File: config.mk
export PLATFORM = sky130hd
export DESIGN_NAME = im_pair_collector
export DESIGN_NICKNAME = d
export VERILOG_FILES = /design/src/rtl/im_pair_collector.sv
export SDC_FILE = /design/constraint.sdc
export NUM_CORES = 1
export LEC_CHECK = 0
export BUFFER_PORTS_ARGS = -buffer_cell sky130_fd_sc_hd__buf_2
export CAP_MARGIN = 15
export CORE_MARGIN = 8
export CORE_UTILIZATION = 45
export CTS_CLUSTER_DIAMETER = 50
export CTS_CLUSTER_SIZE = 30
export DETAILED_ROUTE_END_ITERATION = 6
export MAX_ROUTING_LAYER = met4
export PLACE_DENSITY = 0.62
export SLEW_MARGIN = 20
export SYNTH_ARGS = -nofsm -noshare
export SYNTH_HDL_FRONTEND = slang
export SYNTH_SLANG_ARGS = --single-unit
File: constraint.sdc
create_clock -name clk -period 13.1 [get_ports clk]
set_clock_uncertainty 0.15 [all_clocks]
set_input_delay 0.655 -clock clk [delete_from_list [all_inputs] [get_ports clk]]
set_output_delay 0.655 -clock clk [all_outputs]
set_load 0.02 [all_outputs]
File: src/rtl/im_pair_collector.sv
// Sums IM/tao partial sums over a configurable number of beats per SNP pair,
// thresholds the IM total and queues passing pairs in a first-word fall-through FIFO.
module im_pair_collector #(
  parameter int unsigned DATA_WIDTH = 32,
  parameter int unsigned ACC_WIDTH  = 48,
  parameter int unsigned BEAT_WIDTH = 8,
  parameter int unsigned ID_WIDTH   = 16,
  parameter int unsigned FIFO_DEPTH = 4
) (
  input  logic                  clk,
  input  logic                  rst,
  input  logic [DATA_WIDTH-1:0] IM_in,
  input  logic [DATA_WIDTH-1:0] tao_in,
  input  logic                  valid_in,
  input  logic [BEAT_WIDTH-1:0] cfg_beats,
  input  logic [ACC_WIDTH-1:0]  cfg_threshold,
  output logic                  stall,
  output logic                  out_valid,
  input  logic                  out_ready,
  output logic [ID_WIDTH-1:0]   out_id,
  output logic [ACC_WIDTH-1:0]  out_IM,
  output logic [ACC_WIDTH-1:0]  out_tao,
  output logic [31:0]           pairs_done,
  output logic                  overflow
);

  localparam int unsigned PTR_W = (FIFO_DEPTH > 1) ? $clog2(FIFO_DEPTH) : 1;
  localparam int unsigned CNT_W = PTR_W + 1;
  localparam int unsigned BC_W  = BEAT_WIDTH + 1;

  typedef enum logic {IDLE, ACCUM} state_t;

  typedef struct packed {
    logic [ID_WIDTH-1:0]  id;
    logic [ACC_WIDTH-1:0] im;
    logic [ACC_WIDTH-1:0] tao;
  } entry_t;

  state_t                state, state_next;
  logic [BEAT_WIDTH-1:0] beat_cnt, beat_cnt_next;
  logic [BEAT_WIDTH-1:0] beats_lat, beats_lat_next;
  logic [BEAT_WIDTH-1:0] beats_cfg, beats_eff;
  logic [ACC_WIDTH-1:0]  acc_im, acc_im_next;
  logic [ACC_WIDTH-1:0]  acc_tao, acc_tao_next;
  logic [ACC_WIDTH-1:0]  sum_im, sum_tao;
  logic                  last_beat, pass;

  logic [ID_WIDTH-1:0]   pair_id;
  logic                  res_pend;
  entry_t                res_q;

  entry_t                mem [FIFO_DEPTH];
  logic [PTR_W-1:0]      wr_ptr, rd_ptr;
  logic [CNT_W-1:0]      occ;
  logic                  full, empty, push, pop, drop;

  // Beat sequencing: first beat loads, later beats add, last beat closes the pair
  always_comb begin
    state_next     = state;
    beat_cnt_next  = beat_cnt;
    beats_lat_next = beats_lat;
    acc_im_next    = acc_im;
    acc_tao_next   = acc_tao;

    beats_cfg = (cfg_beats == '0) ? BEAT_WIDTH'(1) : cfg_beats;
    beats_eff = (state == IDLE) ? beats_cfg : beats_lat;
    sum_im    = ((state == IDLE) ? '0 : acc_im)  + ACC_WIDTH'($signed(IM_in));
    sum_tao   = ((state == IDLE) ? '0 : acc_tao) + ACC_WIDTH'($signed(tao_in));
    last_beat = valid_in && ((BC_W'(beat_cnt) + BC_W'(1)) == BC_W'(beats_eff));
    pass      = $signed(sum_im) >= $signed(cfg_threshold);

    if (valid_in) begin
      acc_im_next  = sum_im;
      acc_tao_next = sum_tao;
      if (state == IDLE) beats_lat_next = beats_cfg;
      if (last_beat) begin
        state_next    = IDLE;
        beat_cnt_next = '0;
      end else begin
        state_next    = ACCUM;
        beat_cnt_next = beat_cnt + BEAT_WIDTH'(1);
      end
    end
  end

  always_ff @(posedge clk or negedge rst) begin
    if (!rst) begin
      state     <= IDLE;
      beat_cnt  <= '0;
      beats_lat <= '0;
      acc_im    <= '0;
      acc_tao   <= '0;
    end else begin
      state     <= state_next;
      beat_cnt  <= beat_cnt_next;
      beats_lat <= beats_lat_next;
      acc_im    <= acc_im_next;
      acc_tao   <= acc_tao_next;
    end
  end

  // Result stage: one-cycle hold of the closed pair before the FIFO write
  always_ff @(posedge clk or negedge rst) begin
    if (!rst) begin
      res_pend   <= 1'b0;
      res_q      <= '0;
      pair_id    <= '0;
      pairs_done <= '0;
    end else begin
      res_pend <= last_beat && pass;
      if (last_beat) begin
        res_q      <= '{id: pair_id, im: sum_im, tao: sum_tao};
        pair_id    <= pair_id + ID_WIDTH'(1);
        pairs_done <= pairs_done + 32'd1;
      end
    end
  end

  assign full  = (occ == CNT_W'(FIFO_DEPTH));
  assign empty = (occ == '0);
  assign pop   = !empty && out_ready;
  assign push  = res_pend && (!full || pop);
  assign drop  = res_pend && full && !pop;

  always_ff @(posedge clk or negedge rst) begin
    if (!rst) begin
      for (int i = 0; i < int'(FIFO_DEPTH); i++) mem[i] <= '0;
      wr_ptr   <= '0;
      rd_ptr   <= '0;
      occ      <= '0;
      overflow <= 1'b0;
    end else begin
      if (push) begin
        mem[wr_ptr] <= res_q;
        wr_ptr      <= wr_ptr + PTR_W'(1);
      end
      if (pop) rd_ptr <= rd_ptr + PTR_W'(1);
      if (push && !pop)      occ <= occ + CNT_W'(1);
      else if (pop && !push) occ <= occ - CNT_W'(1);
      if (drop) overflow <= 1'b1;
    end
  end

  // Head fields are forced to zero while empty so reset and idle read clean
  assign out_valid = !empty;
  assign out_id    = empty ? '0 : mem[rd_ptr].id;
  assign out_IM    = empty ? '0 : mem[rd_ptr].im;
  assign out_tao   = empty ? '0 : mem[rd_ptr].tao;
  assign stall     = (BC_W'(occ) + BC_W'(res_pend)) >= BC_W'(FIFO_DEPTH - 1);

endmodule

==> impl_results.md <==
* Crit path time final at 5740 ps
* Critical Path Fanout Max at 47
* CTS tree: done
* Initial DRC count at 1474
* Placed cell areas at 41100 sq um
* Main synth FF type: dfrtp_1
* I/O pins at 271
* Vias per cell at 5.46
* Core ar. at 85300 sq um
* Fin. max-slew vios at 0
* Synth unique cells at 87
* Worst skew pair latency at 640 ps
* Wire length per cell at 20.2 um
* Global Route Usage Sum at 0.206
* Critical Path End Type: flop
* First-pass GRT wire length at 154000 um
* Most frequent cells in the layout: dfrtp_1, mux2_2, nand2_1
* Post-CTS Resized at 0
* P&R area growth vs syn at 14.3%
* Largest net degree at the start of global routing at 189
* Die area at 95800 sq um
* FMAX at 0.174 GHz
* CTS sink count at 730
* Post-Place Worst Slack at 7310 ps
* Worst relative slew slack at 0.269
* RSZ-0062 raised after global routing: false
* Reg clk slew, reported paths at 60 ps
* Status: completed
* Post-Syn Instances at 3315
* MaxCap Viol Count at 0
* Initial DRT Pass Iterations at 5
* WP data arrival at 6070 ps
* Starting density of the core at 0.455
* Gr ovfl total at 0
* Fin crit share at 0.438
* Routability Congestion at 0.875
* Ys async rst share at 1.00
* Most common cell after layout, fill and taps aside: dfrtp_1
* Worst Hold Class: in2reg
* Worst hold slack at 148 ps
* Die H at 310 um
* Post-Syn Area at 38800 sq um
* Port Buffers at 270
* Fin area at 44300 sq um
* Setup TNS at 0 ps
* Final wirelength at 96000 um
* Crit path kind: reg2reg
* Final Setup Violations at 0
* Hpwl dp at 64700 um
* Synth Register Bits at 730
* Layout cell share with drive strength beyond 1 at 0.318
* Initial antenna violation count at 4
* Final Hold Violating Endpoints at 0
* Fillers at 7562
* Vias in the first global route at 26900
* Crit start category: flop
* Final WS setup at 7360 ps
* Slew @ Worst Pin at 1090 ps
* CP required at 13430 ps
* Syn Nets at 3594
* Post-synth EDFFs at 0
* CTS max path bufs at 3
* Post-Syn Area per Cell at 11.7 sq um
* Postcts setup bufs at 0
* Overall Power at 8.60 mW
* FP Rows at 107
* Leak at 22.2 nW
* Max rail drop VDD at 0.000149 V
* Ys Warns at 0
* Routed Antenna Nets at 0
* Residual DRC at 0
* Root Driver: clkbuf_16
* Pwr dens at 194 nW/um^2
* DR vias at 25900
* Nets at 3800
* Total CTS buffers at 91
* H-tree depth at 3
* Sequential fraction of the synthesis area at 0.471
* Die width at 310 um
per-stage QoR:
step,std cells,utilization
2_1_floorplan,3315,-
3_5_place_dp,4570,0.482
3_3_place_gp,4570,0.482
4_1_cts,4739,0.520
6_report,4743,0.520
5_1_grt,4743,0.520
power breakdown:
part | switching, mW | total, mW | internal [mW]
registers | 0.273 | 2.79 | 2.52
logic | 1.85 | 3.22 | 1.38
clock network | 1.10 | 2.58 | 1.48
total | 3.22 | 8.60 | 5.38
area by class of cell:
cell class,instances,area [sq um],area share
Timing Repair Buffer,298,1610,0.0363
Multi-Input combinational cell,2311,19500,0.440
Tap cell,1144,1430,0.0323
Clock buffer,106,2470,0.0556
Inverter,89,334,0.00753
Clock inverter,62,703,0.0159
Antenna cell,3,7.51,0.000169
Sequential cell,730,18300,0.412
worst max-delay path, cell delays in order, from the launching register on:
cell and delay [ps]:
dfrtp_4 720, and2_1 200, ha_1 180, inv_1 70
fa_1 400, nor2b_1 170, o31a_1 190, o31a_1 260
o22ai_1 160, a2111o_1 430, a31oi_1 550, a21oi_1 240
mux2i_1 190, and2_1 180, ha_1 290, nand3_1 80
nor4_1 440, nand3_1 200, o21ba_2 240, nor3_1 170
a211oi_1 70
sequential cells by signal, summed over array words and instances (netlist names), 2 cells and up:
register,cells
mem,448
pairs_done,32
rd_ptr,2
wr_ptr,2
beat_cnt,8
res_q,112
beats_lat,8
acc_tao,48
acc_im,48
occ,3
pair_id,16
worst paths after layout:
path | start | to | depth (start not counted) | slack [ps]
max in group asynchronous | rst | rd_ptr[1]$_DFFE_PN0P_ | 5 | 9240
setup / recovery | state$_DFFE_PN0P_ | res_pend$_DFF_PN0_ | 20 | 7360
hold / removal | cfg_beats[3] | beats_lat[3]$_DFFE_PN0P_ | 2 | 150
setup reg to reg | state$_DFFE_PN0P_ | res_pend$_DFF_PN0_ | 20 | 7360
min in group asynchronous | rst | mem[65]$_DFFE_PN0P_ | 2 | 490
hold reg to reg | overflow$_DFFE_PN0P_ | overflow$_DFFE_PN0P_ | 1 | 310
synthesized netlist by cell type (all sizes together) (44+ instances only):
| cell type | n | area, sq um |
|---|---|---|
| o21ai | 112 | 564 |
| inv | 88 | 330 |
| and2 | 219 | 1370 |
| nor2 | 96 | 360 |
| mux4 | 112 | 2520 |
| ha | 152 | 1900 |
| nand2 | 341 | 1280 |
| nand3 | 52 | 260 |
| xor2 | 46 | 403 |
| a21oi | 128 | 644 |
| xnor2 | 93 | 815 |
| mux2 | 534 | 6010 |
| nand4 | 44 | 275 |
| a21o | 76 | 571 |
| clkbuf | 150 | 563 |
| dfrtp | 730 | 18300 |
layer usage:
layer	share of wire	global-route usage
met5	0	-
met4	0.021	0.0508
met3	0.035	0.0252
met2	0.49	0.338
met1	0.46	0.273
repair_timing:
item / CTS / global route
hold buffers: 1 / 0
setup endpoints to repair: 0 / 0
endpoints found under the hold margin: 71 / 0
kinds of logic (layout without fill, tap and decap cells):
| kind of cell | after synthesis | count (layout) | synth area share |
|---|---|---|---|
| other | 0 | 3 | 0 |
| AO/OA/AOI/OAI | 482 | 482 | 0.0825 |
| XOR/XNOR | 141 | 141 | 0.0326 |
| buffers and inverters | 274 | 555 | 0.0273 |
| AND/OR/NAND/NOR | 871 | 871 | 0.112 |
| adder cells (fa/ha/maj) | 155 | 155 | 0.0506 |
| flip-flops | 730 | 730 | 0.471 |
| multiplexers | 662 | 662 | 0.224 |
(Power assumes the default switching activity.)
